--- src/rtl/fifo_pkg.sv ---
// Shared FIFO definitions: read-mode encodings, pointer-width rule and the
// status-flag bundle common to the single- and dual-clock FIFOs.
package fifo_pkg;

  localparam int unsigned FIFO_MODE_STD  = 0;
  localparam int unsigned FIFO_MODE_FWFT = 1;

  // Pointers carry one extra wrap bit so full and empty are distinguishable.
  function automatic int unsigned fifo_ptr_bits(input int unsigned addr_bits);
    return addr_bits + 1;
  endfunction

  typedef struct packed {
    logic full;
    logic empty;
    logic almost_full;
    logic almost_empty;
    logic overflow;
    logic underflow;
  } fifo_flags_t;

endpackage

--- src/rtl/fifo_mem_2p.sv ---
// DEPTH x DATA_WIDTH storage: synchronous write port, asynchronous read port.
// The array has no reset; contents are only meaningful behind valid pointers.
module fifo_mem_2p #(
  parameter int unsigned DATA_WIDTH = 8,
  parameter int unsigned DEPTH      = 16,
  parameter int unsigned ADDR_BITS  = $clog2(DEPTH)
) (
  input  logic                  clk,
  input  logic                  wr_en,
  input  logic [ADDR_BITS-1:0]  wr_addr,
  input  logic [DATA_WIDTH-1:0] wr_data,
  input  logic [ADDR_BITS-1:0]  rd_addr,
  output logic [DATA_WIDTH-1:0] rd_data
);

  logic [DATA_WIDTH-1:0] mem_q [DEPTH];

  always_ff @(posedge clk) begin
    if (wr_en) begin
      mem_q[wr_addr] <= wr_data;
    end
  end

  assign rd_data = mem_q[rd_addr];

endmodule

--- src/rtl/sync_fifo_flags.sv ---
// Single-clock FIFO with standard or first-word-fall-through read, occupancy
// count, programmable almost-full/almost-empty, flush and sticky error flags.
module sync_fifo_flags
  import fifo_pkg::*;
#(
  parameter int unsigned DATA_WIDTH = 8,
  parameter int unsigned DEPTH      = 16,
  parameter int unsigned ADDR_BITS  = $clog2(DEPTH),
  parameter int unsigned FWFT       = FIFO_MODE_STD
) (
  input  logic                  clk,
  input  logic                  rst,
  input  logic                  flush,
  input  logic                  wr_en,
  input  logic [DATA_WIDTH-1:0] wr_data,
  output logic                  wr_full,
  input  logic                  rd_en,
  output logic [DATA_WIDTH-1:0] rd_data,
  output logic                  rd_valid,
  output logic                  rd_empty,
  input  logic [ADDR_BITS:0]    af_thresh,
  input  logic [ADDR_BITS:0]    ae_thresh,
  output logic                  almost_full,
  output logic                  almost_empty,
  output logic [ADDR_BITS:0]    count,
  input  logic                  clr_err,
  output logic                  overflow,
  output logic                  underflow
);

  localparam int unsigned PW = fifo_ptr_bits(ADDR_BITS);

  logic [PW-1:0]         wr_ptr_q, wr_ptr_d;
  logic [PW-1:0]         rd_ptr_q, rd_ptr_d;
  logic [PW-1:0]         count_q, count_d;
  logic [DATA_WIDTH-1:0] rd_data_q, rd_data_d;
  logic                  rd_valid_q, rd_valid_d;
  logic                  almost_full_q, almost_full_d;
  logic                  almost_empty_q, almost_empty_d;
  logic                  overflow_q, overflow_d;
  logic                  underflow_q, underflow_d;

  logic                  full, empty;
  logic                  wr_acc, rd_acc, wr_err, rd_err;
  logic [DATA_WIDTH-1:0] mem_rdata;
  fifo_flags_t           flags;

  assign count_q = wr_ptr_q - rd_ptr_q;
  assign empty   = (wr_ptr_q == rd_ptr_q);
  assign full    = (wr_ptr_q[ADDR_BITS] != rd_ptr_q[ADDR_BITS]) &&
                   (wr_ptr_q[ADDR_BITS-1:0] == rd_ptr_q[ADDR_BITS-1:0]);

  assign wr_acc = wr_en && !full  && !flush;
  assign rd_acc = rd_en && !empty && !flush;
  assign wr_err = wr_en && full   && !flush;
  assign rd_err = rd_en && empty  && !flush;

  fifo_mem_2p #(
    .DATA_WIDTH (DATA_WIDTH),
    .DEPTH      (DEPTH),
    .ADDR_BITS  (ADDR_BITS)
  ) u_mem (
    .clk     (clk),
    .wr_en   (wr_acc),
    .wr_addr (wr_ptr_q[ADDR_BITS-1:0]),
    .wr_data (wr_data),
    .rd_addr (rd_ptr_q[ADDR_BITS-1:0]),
    .rd_data (mem_rdata)
  );

  always_comb begin
    wr_ptr_d    = wr_ptr_q;
    rd_ptr_d    = rd_ptr_q;
    rd_data_d   = rd_data_q;
    rd_valid_d  = 1'b0;
    overflow_d  = (overflow_q  && !clr_err) || wr_err;
    underflow_d = (underflow_q && !clr_err) || rd_err;

    if (flush) begin
      wr_ptr_d = '0;
      rd_ptr_d = '0;
    end else begin
      if (wr_acc) begin
        wr_ptr_d = wr_ptr_q + PW'(1);
      end
      if (rd_acc) begin
        rd_ptr_d   = rd_ptr_q + PW'(1);
        rd_data_d  = mem_rdata;
        rd_valid_d = 1'b1;
      end
    end

    // Almost flags are registered from the next count so they line up with
    // count while keeping the threshold inputs off any combinational output path.
    count_d        = wr_ptr_d - rd_ptr_d;
    almost_full_d  = (count_d >= af_thresh);
    almost_empty_d = (count_d <= ae_thresh);
  end

  always_ff @(posedge clk) begin
    if (rst) begin
      wr_ptr_q       <= '0;
      rd_ptr_q       <= '0;
      rd_data_q      <= '0;
      rd_valid_q     <= 1'b0;
      almost_full_q  <= (af_thresh == '0);
      almost_empty_q <= 1'b1;
      overflow_q     <= 1'b0;
      underflow_q    <= 1'b0;
    end else begin
      wr_ptr_q       <= wr_ptr_d;
      rd_ptr_q       <= rd_ptr_d;
      rd_data_q      <= rd_data_d;
      rd_valid_q     <= rd_valid_d;
      almost_full_q  <= almost_full_d;
      almost_empty_q <= almost_empty_d;
      overflow_q     <= overflow_d;
      underflow_q    <= underflow_d;
    end
  end

  always_comb begin
    flags.full         = full;
    flags.empty        = empty;
    flags.almost_full  = almost_full_q;
    flags.almost_empty = almost_empty_q;
    flags.overflow     = overflow_q;
    flags.underflow    = underflow_q;
  end

  assign wr_full      = flags.full;
  assign rd_empty     = flags.empty;
  assign almost_full  = flags.almost_full;
  assign almost_empty = flags.almost_empty;
  assign overflow     = flags.overflow;
  assign underflow    = flags.underflow;
  assign count        = count_q;

  generate
    if (FWFT == FIFO_MODE_FWFT) begin : g_fwft
      // Head word shown directly; forced to zero while empty so stale array
      // contents never appear on the bus.
      assign rd_data  = empty ? '0 : mem_rdata;
      assign rd_valid = !empty;
    end else begin : g_std
      assign rd_data  = rd_data_q;
      assign rd_valid = rd_valid_q;
    end
  endgenerate

endmodule

--- config.mk ---
export PLATFORM = sky130hd
export DESIGN_NAME = sync_fifo_flags
export DESIGN_NICKNAME = d
export VERILOG_FILES = /design/src/rtl/fifo_pkg.sv /design/src/rtl/fifo_mem_2p.sv /design/src/rtl/sync_fifo_flags.sv
export SDC_FILE = /design/constraint.sdc
export NUM_CORES = 1
export LEC_CHECK = 0
export ABC_AREA = 1
export BUFFER_PORTS_ARGS = -buffer_cell sky130_fd_sc_hd__buf_2
export CORE_MARGIN = 2
export CORE_UTILIZATION = 60
export CTS_BUF_LIST = sky130_fd_sc_hd__clkbuf_16
export DETAILED_ROUTE_END_ITERATION = 8
export PLACE_DENSITY = 0.77
export SYNTH_ARGS = -nofsm -noshare
export SYNTH_HDL_FRONTEND = slang
export SYNTH_SLANG_ARGS = --single-unit
export TNS_END_PERCENT = 10
--- constraint.sdc ---
create_clock -name clk -period 4.6 [get_ports clk]
set_clock_uncertainty 0.15 [all_clocks]
set_input_delay 0.23 -clock clk [delete_from_list [all_inputs] [get_ports clk]]
set_output_delay 0.23 -clock clk [all_outputs]
set_load 0.01 [all_outputs]
### After elaboration in Yosys (flattened, before gate mapping)

Memory sizes are Yosys's and may differ from the RTL's. A register that Yosys moved wholly into a read port is not among the register bits.
Cells that the tools add are included.

| operators by class | value |
|---|---|
| eq/ne operators | 3 |
| add/subtract/negate cells | 4 |
| order comparisons | 2 |
| reductions and logical operators | 20 |
| muxes and demuxes | 8 |
| bitwise logic cells | 1 |

Operator list:

| cell | number |
|---|---|
| 5-bit two-way mux | 4 |
| 1-bit logical AND | 11 |
| 5-bit by 1-bit adder with 5-bit output (second input constant) | 2 |
| 5-bit subtractor | 2 |
| 5-bit equality test | 1 |
| 5-bit greater-or-equal comparator | 1 |
| 5-bit <= comparator | 1 |
| 5-bit zero test | 1 |
| 4-bit equality test | 1 |
| 1-bit zero test | 4 |
| 1-bit two-way mux | 4 |
| 1-bit logical OR | 2 |
| 2-bit AND reduction | 1 |
| 2-bit OR reduction | 1 |
| 1-bit != test | 1 |
| 1-bit NOT | 1 |

| storage, ports and cells | value |
|---|---|
| memories kept | 1 |
| output and inout port bits | 20 |
| register bits after elaboration | 15 |
| memory bits (writable) | 128 |

Memory list:

| name | depth | bits a word | read ports | clocked after memory_dff | wr ports | RTL line | RTL |
|---|---|---|---|---|---|---|---|
| u_mem.mem_q | 16 | 8 | 1 | 1 | 1 | fifo_mem_2p.sv:16 | `logic [DATA_WIDTH-1:0] mem_q [DEPTH];` |

### Longest topological paths before layout

Gate-level depths: netlist of the first run.

| logic depth | value |
|---|---|
| word-level depth | 10 |
| mapped depth | 27 |
| gate-level depth less buffers | 24 |

### Hierarchy

From an unflattened synthesis of the first run, not the netlist that was laid out.

| unflattened totals | value |
|---|---|
| cell total of the unflattened synthesis | 776 |
| area total of the unflattened synthesis | 7312.0 sq um |

By module, submodules not included:

| module | instances | cells an instance | area an instance (sq um) |
|---|---|---|---|
| fifo_mem_2p | 1 | 543 | 5606.6 |
| sync_fifo_flags | 1 | 233 | 1705.4 |

### Least setup slack after synthesis of the first run

No wires, ideal clock.

| path | value |
|---|---|
| kind | flip-flop to flip-flop |
| from | reg rd_ptr_q[2] |
| to | reg almost_empty_q (netlist: almost_empty) |
| clock period less this slack | 3.796 ns |
| slack | 0.804 ns |
| arrival time | 3.515 ns |
| cell stages (with the launch flop) | 26 |
| cells stage by stage | dfxtp_1 > clkbuf_1 > inv_1 > clkbuf_1 > ha_1 > nand2_1 > nor2_2 > nand2_2 > nand2_4 > inv_2 > buf_6 > nor2_1 > a211o_1 > inv_1 > fa_1 > nor2_1 > a211oi_1 > nand3b_1 > nand2_1 > nand2_1 > nand2_1 > inv_1 > ha_1 > nand4_1 > o221ai_1 > o211ai_1 |

| between the ends | value |
|---|---|
| elaborated cells on any way between the ends | 16 |

RTL lines:

| item | RTL line | RTL |
|---|---|---|
| start, declared | sync_fifo_flags.sv:34 | `logic [PW-1:0] rd_ptr_q, rd_ptr_d;` |
| start signal, assigned | sync_fifo_flags.sv:112 | `rd_ptr_q <= rd_ptr_d;` |
| 5-bit equality test | sync_fifo_flags.sv:49 | `assign empty = (wr_ptr_q == rd_ptr_q);` |
| 1-bit zero test | sync_fifo_flags.sv:54 | `assign rd_acc = rd_en && !empty && !flush;` |
| 1-bit logical AND (2 in a row) | sync_fifo_flags.sv:54 |  |
| 5-bit two-way mux | sync_fifo_flags.sv:86 | `if (rd_acc) begin` |
| 5-bit two-way mux | sync_fifo_flags.sv:79 | `if (flush) begin` |
| via rd_ptr_d[1] | sync_fifo_flags.sv:34 |  |
| 5-bit subtractor | sync_fifo_flags.sv:95 | `count_d = wr_ptr_d - rd_ptr_d;` |
| 5-bit <= comparator | sync_fifo_flags.sv:97 | `almost_empty_d = (count_d <= ae_thresh);` |
| end signal, assigned | sync_fifo_flags.sv:116 | `almost_empty_q <= almost_empty_d;` |
| end, declared | sync_fifo_flags.sv:39 | `logic almost_empty_q, almost_empty_d;` |

The timed path passes the listed nets, and every way through them passes these cells.
A chain may end at the register's enable or synchronous reset.

### Worst setup path after layout of the first run

| path | value |
|---|---|
| from | reg rd_ptr_q[3] |
| to | reg almost_empty_q (netlist: almost_empty) |

| between the ends | value |
|---|---|
| word-level cells in the longest chain between the ends | 9 |
| elaborated cells on any way between the ends | 16 |

RTL lines:

| item | RTL line |
|---|---|
| branches (longest 7 deep; another with 5-bit by 1-bit adder with 5-bit output) | n/a |
| 5-bit subtractor (*) | sync_fifo_flags.sv:95 |
| 5-bit <= comparator (*) | sync_fifo_flags.sv:97 |

Mark *: on every way between the ends.

==> results.sh, run 1 <==
export IMPL_crit_chain="clkinvlp_4, ha_1, nand2_1, nor2_2, nand2_2, nand2_4, clkinv_2, nand4_1, nor2_1, nor2_1, nand2_1, ha_1, nand2_1, nor2_1, a211oi_1, nand3b_1, nand3_1, nand2_1, inv_1, ha_1, nand4_1, o221ai_1, o211ai_1"
export IMPL_crit_required_ns=4.75
export IMPL_tns_ns=0
export IMPL_grt_ovfl_total=0
export IMPL_cellPowerDensity_nw_per_um2=390.9
export IMPL_post_route_period_util=0.8990
export IMPL_synth_top_area_cell="edfxtp_1"
export IMPL_num_rows=38
export IMPL_clkTransAtPathRegs_ns=0.06
export IMPL_use_met3=0.07825
export IMPL_numPortBuffers=43
export IMPL_worstHoldPathType="input port to register"
export IMPL_yosysTopAreaCellShare=0.5721
export IMPL_initial_core_util=0.6171
export IMPL_postSynthCellCount=616
export IMPL_ys_seq_area_frac=0.6406
export IMPL_slew_headroom=0.4516
export IMPL_ir_drop_uv=350.9
export IMPL_clock_sinks=151
export IMPL_core_area_um2=10890
export IMPL_grt_start_max_net_pins=57
export IMPL_syn_num_nets=665
export IMPL_totalWireLength_um=14570
export IMPL_clock_path_buffers=2
export IMPL_final_cells=809
export IMPL_critPathArrivalTime_ns=4.28
export IMPL_grt_util_met1=0.3591
export IMPL_areaGrowthSynthToFinish_pct=12.89
export IMPL_rsz0062_at_grt="false"
export IMPL_first_pass_iters=5
export IMPL_vias=4704
export IMPL_fin_crit_ns=4.135
export IMPL_track_usage=0.2613
export IMPL_nets=707
export IMPL_drive_gt1_frac=0.1375
export IMPL_syn_area_per_cell_um2=10.91
export IMPL_wl_per_cell_um=18.01
export IMPL_gp_congestion=0.9511
export IMPL_grt_busiest_layer="met2"
export IMPL_yosys_warnings=0
export IMPL_antenna_found_initial=0
export IMPL_via_per_inst=5.815
export IMPL_mappedNetlistArea_um2=6719
export IMPL_final_antenna_net_count=0
export IMPL_placedCellCount=773
export IMPL_synth_seq_cells=151
export IMPL_clock_latency_ns=0.43
export IMPL_path_class="register to register"
export IMPL_cp_start_kind="register"
export IMPL_worstMarginPinSlew_ns=0.8196
export IMPL_path_max_fanout=21
export IMPL_diodes=0
export IMPL_dieWidth_um=109.8
export IMPL_drtIter0Drc=464
export IMPL_status="finished, final reports clean"
export IMPL_grt_pass1_wl_um=22640
export IMPL_hold_violations=0
export IMPL_grt_pass1_vias=4388
export IMPL_setup_viol=0
export IMPL_fmax_mhz=241.8
export IMPL_cap_violations=0
export IMPL_p_leak_nw=2.967
export IMPL_cp_slowest_cell="dfxtp_2"
export IMPL_hpwlAfterDp_um=9562
export IMPL_cts_tree="built"
export IMPL_die_h_um=109.8
export IMPL_io_pins=44
export IMPL_grt_util_met2=0.3970
export IMPL_worst_path_most_repeated_cell="nand2_1"
export IMPL_dieArea_um2=12060
export IMPL_yosysUniqueCellTypes=32
export IMPL_max_stage_delay_ns=0.44
export IMPL_cts_made_buffers=17
export IMPL_end_kind="register"
export IMPL_synthTopCellsByArea="edfxtp_1, nor2_1, dfxtp_1"
export IMPL_root_buffer="clkbuf_16"
export IMPL_finalMaxSlewViolations=0
export IMPL_h_tree_depth=4
export IMPL_drc_errors=0
[cells in the final DEF, fill, tap and decap left out, drive strengths merged, types with 3 or more instances in the layout]
cell type	count
o21ai	74
clkinv	12
nand3	31
o211ai	29
xnor2	3
nand4	4
o22ai	5
buf	52
ha	23
a21oi	7
dlygate4sd3	4
nand2	53
edfxtp	128
nor2	129
xor2	4
dfxtp	23
inv	51
clkbuf	17
o221ai	9
[cell families (layout without fill, tap and decap cells)]
logic type	Yosys count	count (layout)	share of synthesized area
AND/OR/NAND/NOR	219	219	0.1341
AO/OA/AOI/OAI	129	129	0.1149
buffers and inverters	85	138	0.05251
adder cells (fa/ha/maj)	25	25	0.04879
XOR/XNOR	7	7	0.009125
flip-flops	151	151	0.6406
[Yosys cell counts]
library cell and n:
edfxtp_1 128, nor2_1 126, o21ai_0 69, nand2_1 50, inv_1 48, nand3_1 30, o211ai_1 29, dfxtp_1 23
ha_1 23, clkbuf_1 18, buf_2 9, o221ai_1 9, a21oi_1 7, o21ai_1 5, o22ai_1 5, inv_2 4
nand4_1 4, xor2_1 4, nor2_2 3, xnor2_1 3, a211oi_1 2, a21boi_0 2, buf_1 2, buf_4 2
buf_6 2, fa_1 2, nand2_2 2, a211o_1 1, nand2_4 1, nand3_2 1, nand3b_1 1, nor3_1 1
[layout make-up]
| type | count | area (µm²) |
|---|---|---|
| Sequential cell | 151 | 4307 |
| Fill cell | 778 | 3303 |
| Clock buffer | 17 | 425.4 |
| Multi-Input combinational cell | 380 | 2062 |
| Timing Repair Buffer | 56 | 322.8 |
| Inverter | 52 | 200.2 |
| Tap cell | 140 | 175.2 |
| Clock inverter | 13 | 92.59 |
[power by group]
group | internal (W) | total (W) | switching, W | leakage (nW)
sequential | 0.00150 | 0.00151 | 0.00000890 | 1.34
clock | 0.000722 | 0.00123 | 0.000509 | 0.265
combinational | 0.0000774 | 0.000225 | 0.000148 | 1.36
[through the flow]
step | setup slack [ns] | instance area (µm²) | utilization | hold WS (ns) | power, W
floorplan | 0.8036 | 6719 | - | 0.1789 | 0.001679
global placement | 0.7002 | 7005 | 0.6434 | 0.2986 | 0.001750
detailed placement | 0.4684 | 7005 | 0.6434 | 0.3083 | 0.001758
CTS | 0.4310 | 7564 | 0.6947 | 0.006830 | 0.002971
global route | 0.09342 | 7585 | 0.6966 | 0.03325 | 0.003052
finish | 0.4646 | 7585 | 0.6966 | 0.01853 | 0.002965
[final timing paths]
kind	startpoint	to	slack, ns	depth (start not counted)
setup reg to reg	rd_ptr_q[3]$_SDFF_PP0_	almost_empty$_SDFF_PP1_	0.46	23
hold reg to reg	overflow$_SDFF_PP0_	overflow$_SDFF_PP0_	0.32	2
setup / recovery	rd_ptr_q[3]$_SDFF_PP0_	almost_empty$_SDFF_PP1_	0.46	23
hold / removal	rd_en	underflow$_SDFF_PP0_	0.02	5
[worst max-delay path, delay by kind of cell, from the launching register on]
kind            cells  cell delay [ns]
compound gates      3             0.53
fa+ha+maj           3             1.06
buf+inv             3             0.48
flops               1             0.44
simple gates       14             1.34
[per-layer routing]
metal / vias to the layer above / wire (µm)
li1: 2243 / -
met1: 2235 / 6256
met2: 201 / 6871
met3: 25 / 1189
met4: 0 / 257
met5: - / 0
[timing repair]
item | 4_1_cts | 5_1_grt
buffers inserted | 0 | 2
endpoints found under the hold margin | 3 | 0
gates resized for setup | 0 | 3
hold buffers | 4 | 0
endpoints found under the setup margin | 0 | 1
[flip-flops by register name (all words and copies together), names as in the netlist]
register / cells
overflow: 1
rd_valid: 1
almost_full: 1
underflow: 1
almost_empty: 1
rd_data: 8
wr_ptr_q: 5
rd_ptr_q: 5
u_mem.mem_q: 128
Power figures use the tool's default switching activity.
==> run 2: changes to the inputs <==
--- a/config.mk
+++ b/config.mk
@@ -7,11 +7,10 @@
 export LEC_CHECK = 0
 export ABC_AREA = 1
 export BUFFER_PORTS_ARGS = -buffer_cell sky130_fd_sc_hd__buf_2
-export CORE_MARGIN = 2
-export CORE_UTILIZATION = 60
+export CORE_UTILIZATION = 54
 export CTS_BUF_LIST = sky130_fd_sc_hd__clkbuf_16
 export DETAILED_ROUTE_END_ITERATION = 8
-export PLACE_DENSITY = 0.77
+export PLACE_DENSITY = 0.73
 export SYNTH_ARGS = -nofsm -noshare
 export SYNTH_HDL_FRONTEND = slang
 export SYNTH_SLANG_ARGS = --single-unit
==> constraint.sdc (replaced) <==
create_clock -name clk -period 3.7 [get_ports clk]
set_clock_uncertainty 0.15 [all_clocks]
set_input_delay 0.185 -clock clk [delete_from_list [all_inputs] [get_ports clk]]
set_output_delay 0.185 -clock clk [all_outputs]
set_load 0.01 [all_outputs]
==> run 2 against run 1 <==
Critical path depth down 1. Combinational power grew 38%. Sequential share of layout area down 2.0 points. Count of clock-buffer cells in the layout stayed put. Worst hold slack got worse by 0.0081 ns. Critical endpoint unchanged. Largest cell class unchanged.
==> results.sh, run 2 (synthesis gave the netlist of run 1 again) <==
export IMPL_initial_core_util=0.5571
export IMPL_hold_violations=0
export IMPL_final_cells=854
export IMPL_top_register="u_mem.mem_q"
export IMPL_timing_final_ws_setup_ns=0.1708
export IMPL_die_h_um=113.5
export IMPL_vias=4872
export IMPL_worstHoldPathType="input port to register"
export IMPL_placedCellCount=805
export IMPL_h_tree_depth=4
export IMPL_grt_pass1_vias=4406
export IMPL_root_buffer="clkbuf_16"
export IMPL_worstMarginPinSlew_ns=0.8346
export IMPL_clkTransAtPathRegs_ns=0.06
export IMPL_cts_made_buffers=17
export IMPL_drc_errors=0
export IMPL_via_per_inst=5.705
export IMPL_diodes=0
export IMPL_first_pass_iters=6
export IMPL_wl_per_cell_um=18.39
export IMPL_cp_start_kind="register"
export IMPL_drive_gt1_frac=0.1749
export IMPL_final_antenna_net_count=0
export IMPL_ir_drop_uv=391.7
export IMPL_cellPowerDensity_nw_per_um2=483.6
export IMPL_path_max_fanout=5
export IMPL_slew_headroom=0.4415
export IMPL_totalWireLength_um=15710
export IMPL_path_class="register to register"
export IMPL_hpwlAfterDp_um=9782
export IMPL_setup_viol=0
export IMPL_post_route_period_util=0.9538
export IMPL_cts_tree="built"
export IMPL_finalMaxSlewViolations=0
export IMPL_status="finished, final reports clean"
export IMPL_dieWidth_um=113.5
export IMPL_clock_latency_ns=0.42
export IMPL_track_usage=0.2529
export IMPL_p_leak_nw=3.048
export IMPL_numPortBuffers=43
export IMPL_p_total_w=0.003803
export IMPL_antenna_found_initial=0
export IMPL_gp_congestion=0.8909
export IMPL_place_ws_ns=0.07206
export IMPL_reg2reg_slack_ns=0.17
export IMPL_clock_sinks=151
export IMPL_grt_start_max_net_pins=68
export IMPL_grt_pass1_wl_um=23820
export IMPL_io_pins=44
export IMPL_cap_violations=0
export IMPL_largest_reg_flops=128
export IMPL_nets=722
export IMPL_clock_path_buffers=2
export IMPL_whs_ns=0.01042
export IMPL_layout_commonest_cell="edfxtp_1"
export IMPL_tns_ns=0
export IMPL_fmax_mhz=283.4
export IMPL_dieArea_um2=12890
export IMPL_end_kind="register"
export IMPL_critPathArrivalTime_ns=3.68
export IMPL_drtIter0Drc=492
export IMPL_num_rows=40
export IMPL_areaGrowthSynthToFinish_pct=17.04
export IMPL_crit_required_ns=3.85
export IMPL_fin_crit_ns=3.529
export IMPL_layout_common_cells="edfxtp_1, nor2_1, o21ai_0"
export IMPL_core_area_um2=12060
export IMPL_grt_ovfl_total=0
==> run 2: routing by layer <==
| metal | global-route usage | routed length [µm] | vias up |
|---|---|---|---|
| met2 | 0.3850 | 7213 | 200 |
| met4 | 0.1079 | 541 | 0 |
| met3 | 0.08023 | 1087 | 45 |
| met1 | 0.3361 | 6864 | 2343 |
| li1 | - | - | 2284 |
| met5 | 0 | 0 | - |
==> run 2: timing repair <==
action | 4_1_cts | 5_1_grt
setup endpoints to repair | 0 | 2
resized for setup | 0 | 19
hold buffers | 7 | 0
setup buffers | 0 | 9
hold endpoints to repair | 20 | 0
==> run 2: worst max-delay path, cell delays in order, from the launching register on <==
cell and delay, ns:
dfxtp_2 0.33, inv_1 0.07, ha_4 0.28, nand2_1 0.07
nor2_2 0.15, nand2_2 0.10, nand2_4 0.11, o21ai_0 0.11
o21ai_1 0.12, inv_1 0.06, ha_1 0.21, fa_2 0.36
nor2_1 0.15, a211oi_2 0.06, nand3b_1 0.17, nand2_1 0.08
nand2_1 0.04, nand2_1 0.06, inv_2 0.05, ha_4 0.27
nand4_1 0.09, o221ai_1 0.18, o211ai_1 0.10
==> run 2: area by class of cell <==
| type | instances | area (µm²) |
|---|---|---|
| Clock buffer | 17 | 425.4 |
| Inverter | 52 | 197.7 |
| Sequential cell | 151 | 4309 |
| Tap cell | 168 | 210.2 |
| Multi-Input combinational cell | 381 | 2148 |
| Timing Repair Buffer | 70 | 442.9 |
| Fill cell | 894 | 4198 |
| Clock inverter | 15 | 130.1 |
==> run 2: final timing paths <==
path | startpoint | to | cells past startpoint
min reg2reg | overflow$_SDFF_PP0_ | overflow$_SDFF_PP0_ | 2
min | rst | rd_ptr_q[4]$_SDFF_PP0_ | 2
max reg2reg | rd_ptr_q[2]$_SDFF_PP0_ | almost_empty$_SDFF_PP1_ | 22
max | rd_ptr_q[2]$_SDFF_PP0_ | almost_empty$_SDFF_PP1_ | 22
==> run 2: stage by stage <==
stage	cell area, µm²	utilization
floorplan	6733	-
global placement	7083	0.5872
detailed placement	7083	0.5872
CTS	7709	0.6391
global route	7864	0.6520
finish	7864	0.6520
==> run 2: power breakdown <==
group          switching, W  internal [W]  total (W)
combinational      0.000200      0.000110   0.000310
sequential       0.00000835       0.00186    0.00187
clock              0.000695      0.000926    0.00162
total              0.000903       0.00290    0.00380
